## config.mk

```make
export PLATFORM = sky130hd
export DESIGN_NAME = isp_stream_gen
export DESIGN_NICKNAME = d
export VERILOG_FILES = /design/src/rtl/isp_stream_gen.sv
export SDC_FILE = /design/constraint.sdc
export NUM_CORES = 1
export LEC_CHECK = 0
export ABC_CLOCK_PERIOD_IN_PS = 4800
export CAP_MARGIN = 25
export CORE_AREA = 4 4 84 86
export CTS_CLUSTER_DIAMETER = 50
export DETAILED_ROUTE_END_ITERATION = 10
export DIE_AREA = 0 0 88 90
export PLACE_DENSITY = 0.88
export SYNTH_ARGS = -nofsm -noshare
export SYNTH_HDL_FRONTEND = slang
export SYNTH_SLANG_ARGS = --single-unit
export TNS_END_PERCENT = 20
```

## constraint.sdc

```tcl
create_clock -name clk -period 4.8 [get_ports clk]
set_input_delay 0.96 -clock clk [delete_from_list [all_inputs] [get_ports clk]]
set_output_delay 0.96 -clock clk [all_outputs]
set_load 0.01 [all_outputs]
```

## src/rtl/isp_stream_gen.sv

```systemverilog
// ISP pixel-stream source: turns a valid/ready pixel feed into vsync/href/clken raster frames.
// Define ISP_STREAM_GEN_PATTERN_EN to build the internal colour-bar generator.
module isp_stream_gen #(
  parameter int DW      = 24,
  parameter int IMG_W   = 640,
  parameter int IMG_H   = 480,
  parameter int VS_LEN  = 4,
  parameter int V_BLANK = 20,
  parameter int H_BLANK = 160
) (
  input  logic          clk,
  input  logic          rst,
  input  logic          enable,
  input  logic          pattern_sel,
  input  logic          s_valid,
  input  logic [DW-1:0] s_data,
  output logic          s_ready,
  output logic          post_img_vsync,
  output logic          post_img_href,
  output logic          post_img_clken,
  output logic [DW-1:0] post_img_data,
  output logic          frame_done,
  output logic [15:0]   stall_cnt
);

  typedef enum logic [2:0] {IDLE, VSYNC, VBLANK, LINE, HBLANK} state_t;

  localparam int CW   = (IMG_W > 1) ? $clog2(IMG_W) : 1;
  localparam int RW   = (IMG_H > 1) ? $clog2(IMG_H) : 1;
  localparam int BMAX = (VS_LEN > V_BLANK) ? ((VS_LEN > H_BLANK) ? VS_LEN : H_BLANK)
                                           : ((V_BLANK > H_BLANK) ? V_BLANK : H_BLANK);
  localparam int BW   = (BMAX > 1) ? $clog2(BMAX) : 1;

  localparam logic [CW-1:0] COL_LAST = CW'(IMG_W - 1);
  localparam logic [RW-1:0] ROW_LAST = RW'(IMG_H - 1);
  localparam logic [BW-1:0] VS_LAST  = BW'(VS_LEN - 1);
  localparam logic [BW-1:0] VB_LAST  = BW'(V_BLANK - 1);
  localparam logic [BW-1:0] HB_LAST  = BW'(H_BLANK - 1);

  state_t        state;
  logic [CW-1:0] col;
  logic [RW-1:0] row;
  logic [BW-1:0] cnt;
  logic          pattern_mode;
  logic          xfer;
  logic          line_end;
  logic          vs_entry;
  logic [DW-1:0] pix;

`ifdef ISP_STREAM_GEN_PATTERN_EN
  logic [2:0] bar;

  // The mode is latched at frame start so a frame is never half bars, half upstream.
  always_ff @(posedge clk) begin
    if (rst)           pattern_mode <= 1'b0;
    else if (vs_entry) pattern_mode <= pattern_sel;
  end

  always_comb begin
    bar = 3'((int'(col) * 8) / IMG_W);
    pix = pattern_mode ? DW'({{8{bar[2]}}, {8{bar[1]}}, {8{bar[0]}}}) : s_data;
  end
`else
  logic unused_pattern_sel;
  assign unused_pattern_sel = pattern_sel;
  assign pattern_mode       = 1'b0;
  assign pix                = s_data;
`endif

  // Ready depends only on registered state (and reset), never on s_valid.
  assign s_ready = ~rst & (state == LINE) & ~pattern_mode;

  // NOTE: every signal here is assigned on every evaluation, so no latch is inferred.
  always_comb begin
    xfer     = (state == LINE) & (pattern_mode | (s_valid & s_ready));
    line_end = xfer & (col == COL_LAST);
    vs_entry = enable & ((state == IDLE) |
                         ((state == HBLANK) & (cnt == HB_LAST) & (row == '0)));
  end

  // NOTE: sequential state uses non-blocking assignments only, so every
  // right-hand side below reads the pre-edge value.
  always_ff @(posedge clk) begin
    if (rst) begin
      state          <= IDLE;
      col            <= '0;
      row            <= '0;
      cnt            <= '0;
      post_img_vsync <= 1'b0;
      post_img_href  <= 1'b0;
      post_img_clken <= 1'b0;
      post_img_data  <= '0;
      frame_done     <= 1'b0;
      stall_cnt      <= '0;
    end else begin
      post_img_vsync <= (state == VSYNC);
      post_img_href  <= (state == LINE);
      post_img_clken <= xfer;
      frame_done     <= line_end & (row == ROW_LAST);
      if (xfer) post_img_data <= pix;

      if (vs_entry)
        stall_cnt <= '0;
      else if ((state == LINE) && !xfer && (stall_cnt != 16'hFFFF))
        stall_cnt <= stall_cnt + 16'd1;

      if (xfer) begin
        if (col == COL_LAST) begin
          col <= '0;
          row <= (row == ROW_LAST) ? '0 : row + 1'b1;
        end else begin
          col <= col + 1'b1;
        end
      end

      case (state)
        IDLE: begin
          cnt <= '0;
          if (vs_entry) state <= VSYNC;
        end
        VSYNC: begin
          if (cnt == VS_LAST) begin
            cnt   <= '0;
            state <= VBLANK;
          end else cnt <= cnt + 1'b1;
        end
        VBLANK: begin
          if (cnt == VB_LAST) begin
            cnt   <= '0;
            state <= LINE;
          end else cnt <= cnt + 1'b1;
        end
        LINE: begin
          if (line_end) state <= HBLANK;
        end
        HBLANK: begin
          if (cnt == HB_LAST) begin
            cnt <= '0;
            // row has wrapped to 0 only after the last line of the frame
            if (row != '0)     state <= LINE;
            else if (vs_entry) state <= VSYNC;
            else               state <= IDLE;
          end else cnt <= cnt + 1'b1;
        end
        default: state <= IDLE;
      endcase
    end
  end

endmodule
```

==> results.py <==
metrics = {
    "placed_design": {
        "gp_congestion": 0.794,
        "dp_cells": 534,
        "placed_area_um2": 4120,
        "dp_hpwl_um": 5330,
        "port_buffers": 72,
    },
    "finish": {
        "fillers": 511,
        "stdcell_count": 549,
        "syn2layout_area_growth_pct": 28.0,
        "drive_gt1_share_pct": 4.87,
        "antennaDiodeCount": 0,
        "fin_area_um2": 4310,
        "register_area_um2": 1480,
        "fin_nets": 502,
        "multi_input_area_um2": 1790,
    },
    "detailed_routing": {
        "wl_per_cell_um": 14.2,
        "ant_nets": 0,
        "drt-total-wl_um": 7800,
        "drt_iter0_drc": 179,
        "drc": 0,
        "vias": 3076,
        "first_pass_iters": 5,
        "viasPerCell": 5.60,
    },
    "worst_setup_path": {
        "crit_end": "s_ready",
        "rr_worst_depth": 6,
        "required_ps": 3840,
        "cp_max_fo": 2,
        "reg2reg_slack_ps": 2270,
        "critPathArrivalTime_ps": 2230,
        "crit_path_start_kind": "input port",
        "crit_start": "rst",
        "r2r_end": "col[2]$_SDFFE_PP0N_",
        "crit_type": "input port to output pin",
        "crit_path_end_kind": "output pin",
        "r2r_start": "state[0]$_SDFFE_PP0P_",
    },
    "timing": {
        "final.period_utilization_pct": 66.4,
        "tns_ps": 0,
        "worstMarginPinSlew_ps": 1110,
        "fin_crit_ps": 3190,
        "fmaxAchievable_mhz": 314,
        "relSlewSlack_pct": 25.1,
        "skew_ps": 8.09,
        "slew_viol_final": 0,
        "finalHoldViolCount": 0,
        "setup_violations": 0,
        "grt_setup_unrepaired": "no",
    },
    "synthesis": {
        "synth_fp_nets": 434,
        "ys_ff_latch": 74,
        "yosysMostFrequentCell": "dfxtp_1",
        "synthTopCellsByCount": "74 x dfxtp_1, 73 x nand2_1, 49 x nor2_1",
        "ys_warn_count": 0,
        "async_flop_share_pct": 0,
        "syn_inst": 400,
        "synth_edf_count": 0,
        "synth_area_leader_cell": "dfxtp_1",
        "syn-cell-area_um2": 3370,
        "ys_seq_area_share_pct": 44.0,
        "netlist_top_cells_area": "dfxtp_1 44%, nand2_1 8.1%, nand3b_1 6.5%",
        "syn_area_per_cell_um2": 8.41,
        "ys.flop_type": "dfxtp_1",
        "synth_top_area_share_pct": 44.0,
        "yosysUniqueCellTypes": 50,
    },
    "cts": {
        "post-cts-setup-buffers": 0,
        "clock_latency_ps": 340,
        "cts_tree": "yes",
        "hold_buffers": 0,
        "cts.htree.levels": 3,
        "cts.clk_slew.worst_paths_ps": 70,
        "clockBufferDepth": 2,
        "root_buffer": "clkbuf_8",
        "cts_resized": 0,
        "numCtsBuffers": 9,
        "numClockSinks": 74,
    },
    "pwr": {
        "power.density_nw_per_um2": 324,
        "finalPower_mw": 1.39,
        "peakVddDrop_v": 0.000205,
        "p_leak_nw": 1.56,
    },
    "floorplanning": {
        "ios": 74,
        "core_um2": 6280,
        "die-area_um2": 7920,
        "initial_utilization_pct": 53.6,
        "dieHeight_um": 90,
        "rows": 29,
        "die_w_um": 88,
    },
    "global_route": {
        "grt_pass1_vias": 2963,
        "grt_antenna_before_repair": 0,
        "grt.total_usage_pct": 20.2,
        "grt_remaining_overflow": 0,
        "grt_max_degree": 50,
        "grt_pass1_wl_um": 13100,
    },
    "status": {
        "status": "finished, final reports clean",
    },
    "min_path": {
        "hold_class": "flip-flop to flip-flop",
        "hold_depth": 2,
    },
    "flow_run": {
        "maxCapViolCount": 0,
    },
}
==> layout by cell type, fill, tap and decap left out, types with 5 or more instances in the layout <==
cell and n:
dfxtp_1 74, nand2_1 73, clkdlybuf4s50_1 72, nor2_1 49
nand3b_1 29, nand4_1 16, a21oi_1 16, xnor2_1 16
xor2_1 14, nand3_1 11, clkbuf_8 10, nor3_1 8
o21ai_0 6, nor4_1 6, ha_1 5
==> worst max-delay path, stage by stage <==
cell and delay [ps]:
clkdlybuf4s50_1 410, and4bb_2 300, clkdlybuf4s50_1 550
==> worst min path at each step <==
stage | from | end | slack, ps
after global placement | post_img_data[11]$_SDFFE_PP0N_ | post_img_data[11]$_SDFFE_PP0N_ | 460
after detailed placement | post_img_data[19]$_SDFFE_PP0N_ | post_img_data[19]$_SDFFE_PP0N_ | 460
after global routing | post_img_data[23]$_SDFFE_PP0N_ | post_img_data[23]$_SDFFE_PP0N_ | 490
after floorplan | row[8]$_SDFFE_PP0P_ | row[8]$_SDFFE_PP0P_ | 450
after CTS | post_img_data[18]$_SDFFE_PP0N_ | post_img_data[18]$_SDFFE_PP0N_ | 480
final | post_img_data[18]$_SDFFE_PP0N_ | post_img_data[18]$_SDFFE_PP0N_ | 480
==> report_power, final <==
group | internal, mW | leakage (nW) | switching (mW)
Clock | 0.250 | 0.0962 | 0.215
Combinational | 0.114 | 0.869 | 0.134
Sequential | 0.641 | 0.597 | 0.0397
Total | 1.01 | 1.56 | 0.389
==> sequential cells by signal, summed over array words and instances (netlist names) <==
signal and cells:
state 3, post_img_vsync 1, row 9, post_img_href 1, post_img_data 24, col 10, post_img_clken 1, cnt 8
stall_cnt 16, frame_done 1
==> area by class of cell <==
type                    instances  share of cell area (%)
flip-flops and latches         74                    34.4
repair buffers                 74                    17.1
clock inverters                 3                   0.929
clock buffers                  12                    3.37
multi-input cells             304                    41.6
well taps                      77                    2.24
inverters                       5                   0.436
==> kinds of logic after synthesis <==
family,share of synthesized area [%]
compound gates,7.25
flops,44.0
xor+xnor,7.81
buf+inv,2.75
mux,0.297
simple gates,35.7
fa+ha+maj,2.16
==> routing by layer <==
layer  vias up  part of all wire (%)  track usage (%)
li1       1523                     -                -
met1      1445                    43             24.6
met2       100                    46             31.5
met3         8                   9.6             9.87
met4         0                  0.99             5.75
met5         -                     0                0
==> stage by stage <==
stage	setup slack [ps]	utilization [%]	hold slack [ps]
2_1_floorplan	2510	-	449
3_3_place_gp	1500	65.7	459
3_5_place_dp	1460	65.7	464
4_1_cts	1610	68.6	478
5_1_grt	1520	68.6	493
6_report	1610	68.6	476
Note: power is estimated with default switching activity, not from simulation.
